### config.mk
export PLATFORM = sky130hd
export DESIGN_NAME = mem_arbiter
export DESIGN_NICKNAME = d
export VERILOG_FILES = /design/src/rtl/mem_arbiter_pkg.sv /design/src/rtl/mem_arbiter.sv
export SDC_FILE = /design/constraint.sdc
export NUM_CORES = 1
export LEC_CHECK = 0
export ABC_CLOCK_PERIOD_IN_PS = 2270
export BUFFER_PORTS_ARGS = -buffer_cell sky130_fd_sc_hd__buf_2
export CORE_AREA = 2 2 115 117
export DETAILED_ROUTE_END_ITERATION = 12
export DIE_AREA = 0 0 117 119
export GPL_TIMING_DRIVEN = 0
export PLACE_DENSITY = 0.75
export SYNTH_ARGS = -nofsm -noshare
export SYNTH_HDL_FRONTEND = slang
export SYNTH_SLANG_ARGS = --single-unit
### constraint.sdc
create_clock -name clk -period 2.27 [get_ports clk]
set_clock_uncertainty 0.15 [all_clocks]
set_input_delay 0.227 -clock clk [delete_from_list [all_inputs] [get_ports clk]]
set_output_delay 0.227 -clock clk [all_outputs]
set_load 0.005 [all_outputs]
### src/rtl/mem_arbiter_pkg.sv
// Shared types and defaults for the two-port memory arbiter.
package mem_arbiter_pkg;

    typedef enum logic [1:0] {
        IDLE = 2'd0,
        OWN0 = 2'd1,
        OWN1 = 2'd2
    } arb_state_t;

    localparam int MAXBURST_DEFAULT = 4;

endpackage

### src/rtl/mem_arbiter.sv
// Two-port (CPU / loader) arbiter in front of a single-port memory with
// burst-limited round-robin ownership and registered read return.
module mem_arbiter
    import mem_arbiter_pkg::*;
#(
    parameter int MAXBURST = MAXBURST_DEFAULT,
    parameter int WIDTH    = 32
) (
    input  logic             clk,
    input  logic             reset,
    input  logic             req0,
    input  logic             we0,
    input  logic [WIDTH-1:0] adr0,
    input  logic [WIDTH-1:0] wd0,
    input  logic             req1,
    input  logic             we1,
    input  logic [WIDTH-1:0] adr1,
    input  logic [WIDTH-1:0] wd1,
    output logic             gnt0,
    output logic             gnt1,
    output logic             rvalid0,
    output logic             rvalid1,
    output logic [WIDTH-1:0] rd0,
    output logic [WIDTH-1:0] rd1,
    output logic             mem_we,
    output logic [WIDTH-1:0] mem_adr,
    output logic [WIDTH-1:0] mem_wd,
    input  logic [WIDTH-1:0] mem_rd
);

    localparam int            CW   = $clog2(MAXBURST + 1);
    localparam logic [CW-1:0] CMAX = CW'(MAXBURST);

    arb_state_t    state;
    arb_state_t    other_state;
    logic          prio;
    logic [CW-1:0] cnt;
    logic [CW-1:0] cnt_next;
    logic          own_req;
    logic          other_req;
    logic          burst_done;

    // NOTE: every signal driven in always_comb gets a default first, so no path can infer a latch.
    always_comb begin
        gnt0        = (state == OWN0) && req0;
        gnt1        = (state == OWN1) && req1;
        own_req     = (state == OWN1) ? req1 : req0;
        other_req   = (state == OWN1) ? req0 : req1;
        other_state = (state == OWN0) ? OWN1 : OWN0;
        cnt_next    = (cnt == CMAX) ? cnt : cnt + CW'(1);
        burst_done  = (cnt_next == CMAX);
    end

    always_comb begin
        mem_we  = 1'b0;
        mem_adr = '0;
        mem_wd  = '0;
        if (gnt0) begin
            mem_we  = we0;
            mem_adr = adr0;
            mem_wd  = wd0;
        end else if (gnt1) begin
            mem_we  = we1;
            mem_adr = adr1;
            mem_wd  = wd1;
        end
    end

    // NOTE: sequential state uses non-blocking assignments so every register samples pre-edge values.
    always_ff @(posedge clk or negedge reset) begin
        if (!reset) begin
            state <= IDLE;
            prio  <= 1'b0;
            cnt   <= '0;
        end else begin
            case (state)
                IDLE: begin
                    cnt <= '0;
                    if (req0 && req1)
                        state <= prio ? OWN1 : OWN0;
                    else if (req0)
                        state <= OWN0;
                    else if (req1)
                        state <= OWN1;
                end
                OWN0, OWN1: begin
                    if (!own_req) begin
                        state <= other_req ? other_state : IDLE;
                        prio  <= (state == OWN0);
                        cnt   <= '0;
                    end else if (burst_done && other_req) begin
                        // Hand over straight after the last burst access: no idle gap.
                        state <= other_state;
                        prio  <= (state == OWN0);
                        cnt   <= '0;
                    end else begin
                        cnt <= cnt_next;
                    end
                end
                default: begin
                    state <= IDLE;
                    cnt   <= '0;
                end
            endcase
        end
    end

    always_ff @(posedge clk or negedge reset) begin
        if (!reset) begin
            rvalid0 <= 1'b0;
            rvalid1 <= 1'b0;
            rd0     <= '0;
            rd1     <= '0;
        end else begin
            rvalid0 <= gnt0 && !we0;
            rvalid1 <= gnt1 && !we1;
            if (gnt0 && !we0)
                rd0 <= mem_rd;
            if (gnt1 && !we1)
                rd1 <= mem_rd;
        end
    end

endmodule

==> results of run 1 <==
==> placed cells by master (no fill, tap or decap), types with 4 or more instances in the layout <==
cell type / count
mux2_4: 29
clkbuf_16: 9
dfrtp_1: 72
buf_6: 11
a21oi_1: 4
mux2_2: 6
inv_1: 5
ha_1: 4
buf_4: 13
nand2_1: 101
buf_8: 5
dlygate4sd3_1: 33
buf_2: 300
a22o_1: 65
==> worst reg2reg max path, cell delays in order (launching register included) <==
cell and delay (ns):
dfrtp_1 0.41, buf_6 0.14, ha_4 0.17, nand2_4 0.08, inv_1 0.07, nand2b_1 0.11
clkbuf_1 0.28, inv_2 0.13, buf_2 0.22, nand2_1 0.10, nand2_1 0.06
==> routing by layer <==
layer  up-vias  wire, µm  GRT usage, %
met1      1912      5580          21.9
met4         2       511          7.94
met3        32      1080          4.83
met2       201      7230          34.9
li1       1911         -             -
met5         -        13             0
==> kinds of logic after synthesis <==
| kind of cell | synth area share (%) |
|---|---|
| buffers and inverters | 4.69 |
| flip-flops | 48.6 |
| multiplexers | 13.8 |
| AO/OA/AOI/OAI | 17.7 |
| AND/OR/NAND/NOR | 13.1 |
| adder cells (fa/ha/maj) | 2.03 |
==> worst max path at each step <==
stage	startpoint	endpoint	slack [ns]
6_report	state[0]	mem_wd[20]	-0.03
5_1_grt	state[0]	mem_wd[20]	-0.09
4_1_cts	state[0]	mem_wd[20]	-0.06
3_5_place_dp	state[1]	mem_wd[26]	-0.10
3_3_place_gp	state[1]	mem_wd[24]	-0.04
2_1_floorplan	state[1]	mem_adr[12]	0.39
==> where the power goes <==
| group | switching (mW) | total, mW | internal [mW] |
|---|---|---|---|
| clock | 0.495 | 1.43 | 0.930 |
| combinational | 1.47 | 3.33 | 1.87 |
| sequential | 0.366 | 2.27 | 1.90 |
==> registers in the layout, summed over array words and instances (netlist names) <==
name and cells:
rvalid1 1, state 2, rd0 32, rvalid0 1, prio 1, cnt 3, rd1 32
==> what timing repair did <==
action                                  in CTS  in global routing
hold buffers                                33                  0
pin swaps                                    7                  6
endpoints found under the hold margin      124                  0
gates resized for setup                     43                 13
cloned                                       5                  0
endpoints found under the setup margin      65                 92
setup buffers                                9                  3
==> layout make-up <==
cell class,count,area (µm²)
Fill cell,1131,6500
Timing Repair Buffer,348,2040
Sequential cell,72,1800
Multi-Input combinational cell,236,1770
Clock buffer,12,267
Tap cell,176,220
Buffer,23,198
Clock inverter,3,40.0
Inverter,8,30.0
Antenna cell,1,2.50
==> stage by stage <==
stage	area [µm²]	utilization [%]	hold WS (ns)
6_report	6370	49.5	0.320
3_5_place_dp	5450	42.3	0.116
4_1_cts	6370	49.5	0.302
5_1_grt	6370	49.5	0.330
2_1_floorplan	3710	-	-0.219
3_3_place_gp	5420	42.1	0.285
==> run metrics, run 1 <==
DR iter-0 viols between 100 and 150; Post-synth top flop dfrtp_1; startpoint types flop; Mean Syn Cell Area 10.8 µm²; CTS buffer count 9; vias per inst 4.62; Root Buffer clkbuf_16; num rows 42; Final min period between 2 and 2.5 ns; pins over their slew limit 0; # placed instances around 800; CTS sink cnt 72; worst-skew pair later-pin latency between 0.3 and 0.4 ns; drt wl/cell 16.4 µm; synthesized instance count 342; RSZ-0062 raised after global routing true; Worst Path Buf+Inv 5; Post-synth ARST share between 90% and 100%; Post-Layout Cell Count slightly below 900; Pwr Density between 1000 and 1500 nW/µm²; initial antenna violation count 2; Crit Path Category flop to output port; fmax 0.436 GHz; worst path arrival time approximately 1.9 ns; Slowest-stage cell, CP dfrtp_1; LEAKAGE roughly 3.7 nW; worst hold path type input pin to async pin; worst r2r dst rd1[16]; Least-Margin Pin Slew around 0.4 ns; VDD IR-drop max 740 µV; Slowest Stage Delay on Critical Path 0.44 ns; CP Depth 9; top cell family by delay on the critical path buffers and inverters; pin count of the biggest net entering global routing between 70 and 80; TritonCTS clock tree built; Synthesized Nets around 510; clock-pin transition on the worst setup and hold timing paths 0.05 ns; chip height roughly 120 µm; critical-path cell list inv_2 > ha_4 > nand2_4 > nor2_4 > buf_12 > buf_8 > buf_6 > a22o_1 > buf_2; Worst setup EP type output port; register area share after synthesis roughly half; Layout area overhead 71.9%; most common library cells after synthesis 102 x nand2_1, 72 x dfrtp_1, 65 x a22o_1, 29 x mux2_4, 16 x buf_2; Final TNS setup -0.0261 ns; Buffers on Ports ~300; Worst Path Required around 1.9 ns; drt total wl between 10,000 and 15,000 µm; grt ovf 0; vias in the first global route between 4,000 and 5,000; post-synth cell types 31; ranking of synthesized cells by area dfrtp_1 49%, a22o_1 15%, mux2_4 12%; final setup fails 1; post-synthesis cell area approximately 3700 µm²; width of the die about 120 µm; EDFF count, synth 0; R2R cell count 10; largest area contributor in the netlist dfrtp_1; layout cells sized above 1 a little under three fifths; violated checks setup timing; first-pass GRT wire length slightly above 20,000 µm; Ports about 300; min setup slack post-route -0.0261 ns; clk buf depth 2; top-area cell type share of the netlist area 48.6%; Final nets 870; worst slack, placed -0.101 ns; Core Box Area 12,900 µm²; r2r startpoint state[1]; max cap viols 0; most frequent cell after synthesis nand2_1; H-tree Lvls 3; Synth Warn # 0; crit-path max FO 5; final cycle utilization of the critical path 101%; total power around 7 mW; Initial Util between 20% and 30%; Final Hold Viols 0; status complete, but fails checks; post-route ant nets 0; Max-Slew Margin vs Limit between 70% and 80%; Placer Congestion 0.820; hpwl dp 10,400 µm; gr usage total 19.6%; r2r setup slk about 0.23 ns; DR vias just over 4,000; DRC Markers 0; synthesized flop and latch total 72; DIE AREA 13,900 µm²; DRT Pass-1 Iters 4
Power figures use the tool's default switching activity.
==> inputs of run 2 (changes only) <==
--- a/config.mk
+++ b/config.mk
@@ -5,13 +5,15 @@
 export SDC_FILE = /design/constraint.sdc
 export NUM_CORES = 1
 export LEC_CHECK = 0
-export ABC_CLOCK_PERIOD_IN_PS = 2270
+export ABC_CLOCK_PERIOD_IN_PS = 2700
 export BUFFER_PORTS_ARGS = -buffer_cell sky130_fd_sc_hd__buf_2
+export CELL_PAD_IN_SITES_DETAIL_PLACEMENT = 1
+export CELL_PAD_IN_SITES_GLOBAL_PLACEMENT = 1
 export CORE_AREA = 2 2 115 117
 export DETAILED_ROUTE_END_ITERATION = 12
 export DIE_AREA = 0 0 117 119
 export GPL_TIMING_DRIVEN = 0
-export PLACE_DENSITY = 0.75
+export PLACE_DENSITY = 0.95
 export SYNTH_ARGS = -nofsm -noshare
 export SYNTH_HDL_FRONTEND = slang
 export SYNTH_SLANG_ARGS = --single-unit
==> constraint.sdc (replaced) <==
create_clock -name clk -period 2.7 [get_ports clk]
set_clock_uncertainty 0.15 [all_clocks]
set_input_delay 0.27 -clock clk [delete_from_list [all_inputs] [get_ports clk]]
set_output_delay 0.27 -clock clk [all_outputs]
set_load 0.005 [all_outputs]
==> run 2 against run 1 <==
  * The flow now finishes without violations
  * Combinational power shrank 21%
  * Cell count decreased by 4.2%
  * Clock power down 16%
  * Non-clock buffer count is 41 lower
  * Routed wire length increased by 18%
  * Flip-flop and latch count unchanged
  * Sequential share of layout area up 2.6 points
  * Total power is 18% lower
  * Critical path type unchanged
  * Largest cell class is now registers
==> run metrics, run 2 (same netlist as run 1, synthesis figures left out) <==
Reg power frac 33.6% (was 32.3%); Ports 299 (unchanged); CTS buffer count 9 (unchanged); Max-Slew Margin vs Limit 64.6% (was 73.0%); r2r setup slk 0.56 ns (was 0.23 ns); Comb pwr share 45.6% (was 47.4%); startpoint types flop (unchanged); worst hold path type input pin to flop (was input pin to async pin); Switch Pwr 2.00 mW (was 2.33 mW); Placer Congestion 0.823 (was 0.820); Final min period between 2 and 3 ns; DR iter-0 viols 140 (was 124); fillcell total 1,548 (was 1,131); critical-path cell list inv_1 > ha_1 > and2_1 > buf_4 > clkbuf_1 > a22o_1 > buf_2 (was inv_2 > ha_4 > nand2_4 > nor2_4 > buf_12 > buf_8 > buf_6 > a22o_1 > buf_2); Crit Path Category flop to output port (unchanged); Initial Util 28.8% (unchanged); clock-pin transition on the worst setup and hold timing paths 0.06 ns (was 0.05 ns); Worst setup EP type output port (unchanged); vias per inst 4.79 (was 4.62); DIE AREA 13,900 µm² (unchanged); Hold Crit Start mem_rd[16]; Worst Path Required 2.28 ns (was 1.89 ns); commonest non-fill, non-tap cell in the layout buf_2 (unchanged); Core Box Area 12,900 µm² (unchanged); first-pass GRT wire length 24,200 µm (was 20,500 µm); TritonCTS clock tree built (unchanged); hold path depth 3; H-tree Lvls 3 (unchanged); Hold EP rd1[16]; post-route ant nets 0 (unchanged); # placed instances 817 (unchanged); drt total wl 17,100 µm (was 14,400 µm); gr usage total 23.6% (was 19.6%); Final nets 829 (was 870); RSZ-0062 raised after global routing false (was true); clk buf depth 2 (unchanged); Design Area, Final 5830 µm² (was 6370 µm²); DRC Markers 0 (unchanged); vias in the first global route 4,205 (was 4,022); Post-Layout Cell Count 842 (was 879); Root Buffer clkbuf_16 (unchanged); largest registers rd0: 32 flops, rd1: 32 flops, cnt: 3 flops (unchanged); num rows 42 (unchanged); worst-skew pair later-pin latency 0.33 ns (was 0.32 ns); CTS sink cnt 72 (unchanged); Pint 3.75 mW (was 4.70 mW); Slowest-stage cell, CP clkbuf_1 (was dfrtp_1); fmax around 0.38 GHz; DRT Pass-1 Iters 4 (unchanged); layout cells sized above 1 56.8% (about the same); most frequent cells in the layout 305 x buf_2, 102 x nand2_1, 72 x dfrtp_1, 65 x a22o_1, 29 x mux2_4 (was 300 x buf_2, 101 x nand2_1, 72 x dfrtp_1, 65 x a22o_1, 33 x dlygate4sd3_1); Layout area overhead 57.4% (was 71.9%); Final TNS setup 0 ns (was -0.0261 ns); final setup fails 0 (was 1); Least-Margin Pin Slew 0.531 ns (was 0.406 ns); max cap viols 0 (unchanged); final cycle utilization of the critical path 96.8%; crit-path max FO 10 (was 5); Pwr Density 984 nW/µm² (was 1100 nW/µm²); chip height 119 µm (unchanged); DR vias 4,032 (was 4,058); Register Area 1800 µm² (unchanged); worst path arrival time 2.19 ns (was 1.92 ns); post-placement cell area 5450 µm² (unchanged); status completed (was complete, but fails checks); hpwl dp 14,200 µm (was 10,400 µm); VDD IR-drop max 613 µV (was 740 µV); grt ovf 0 (unchanged); total power 5.74 mW (was 7.03 mW); Clock power frac 20.9% (was 20.3%); width of the die 117 µm (unchanged); LEAKAGE 3.44 nW (was 3.68 nW); R2R cell count 7 (was 10); worst r2r dst rd0[18] (was rd1[16]); drt wl/cell 20.3 µm (was 16.4 µm); Slowest Stage Delay on Critical Path 0.42 ns (was 0.44 ns); pin count of the biggest net entering global routing 57 (was 73); Final Hold Viols 0 (unchanged); Buffers on Ports 298 (unchanged); switch share 34.8% (was 33.1%); r2r startpoint state[0] (was state[1]); initial antenna violation count 9 (was 2); Multi-input gate area 1730 µm² (was 1770 µm²); pins over their slew limit 0 (unchanged)
-- run 2: cell types whose count changed in the layout (fill, tap and decap cells not counted), moves of 3 or more --
cell           previous run  this run
dlygate4sd3_1            33         4
buf_4                    13         5
buf_6                    11         4
clkbuf_1                  1         8
buf_2                   300       305
buf_8                     5         0
clkbuf_4                  0         5
buf_12                    3         0
diode_2                   1         4
-- run 2: layout make-up --
| class | count | area share, % |
|---|---|---|
| well taps | 176 | 3.77 |
| plain buffers | 26 | 2.90 |
| flip-flops and latches | 72 | 30.9 |
| clock inverters | 2 | 0.643 |
| multi-input cells | 236 | 29.7 |
| inverters | 8 | 0.515 |
| clock buffers | 14 | 4.52 |
| repair buffers | 304 | 26.9 |
| diodes | 4 | 0.172 |
-- run 2: per-layer routing --
metal  track usage (%)  vias to the layer above  wire length (µm)  part of all wire, %
li1                  -                     1830                 -                    -
met1              24.7                     1979              5920                   35
met2              43.6                      186              9080                   53
met3              7.94                       29              1650                  9.7
met4              7.50                        8               363                  2.1
met5                 0                        -                49                 0.29
-- run 2: power groups by stage --
stage	clock, mW	sequential, mW	combinational (mW)
after global placement	0	1.88	2.47
final	1.20	1.93	2.62
after detailed placement	0	1.92	2.60
after CTS	1.21	1.93	2.62
after floorplan	0	1.92	1.28
after global routing	1.25	1.99	2.86
-- run 2: worst max path at each step --
stage               startpoint     endpoint  slack, ns  depth (start not counted)
CTS                   state[1]  mem_adr[30]      0.007                          8
floorplan             state[1]  mem_adr[12]       0.78                          8
finish                state[1]   mem_adr[5]       0.09                          7
detailed placement    state[1]  mem_adr[30]       0.19                          9
global route          state[1]   mem_adr[8]      0.003                          7
global placement      state[1]  mem_adr[30]       0.23                          9
-- run 2: timing repair --
item | CTS | global route
endpoints found under the setup margin | 50 | 52
gates resized for setup | 3 | 10
hold buffers | 4 | 0
setup buffers | 0 | 1
hold endpoints to repair | 75 | 0
pin swaps | 0 | 0
-- run 2: critical path, delay by kind of cell, from the launching register on --
kind	cells	cell delay, ns
buffers and inverters	4	0.78
adders and majority gates	1	0.22
DFF	1	0.39
and+or+nand+nor	1	0.14
AOI/OAI and AO/OA	1	0.32
-- run 2: through the flow --
stage / hold slack (ns) / setup slack [ns] / util [%]
after global routing: 0.0141 / 0.00287 / 45.3
after floorplan: -0.176 / 0.775 / -
after CTS: 0.00509 / 0.00706 / 45.0
final: 0.00691 / 0.0854 / 45.3
after global placement: 0.303 / 0.226 / 42.1
after detailed placement: 0.0101 / 0.191 / 42.3
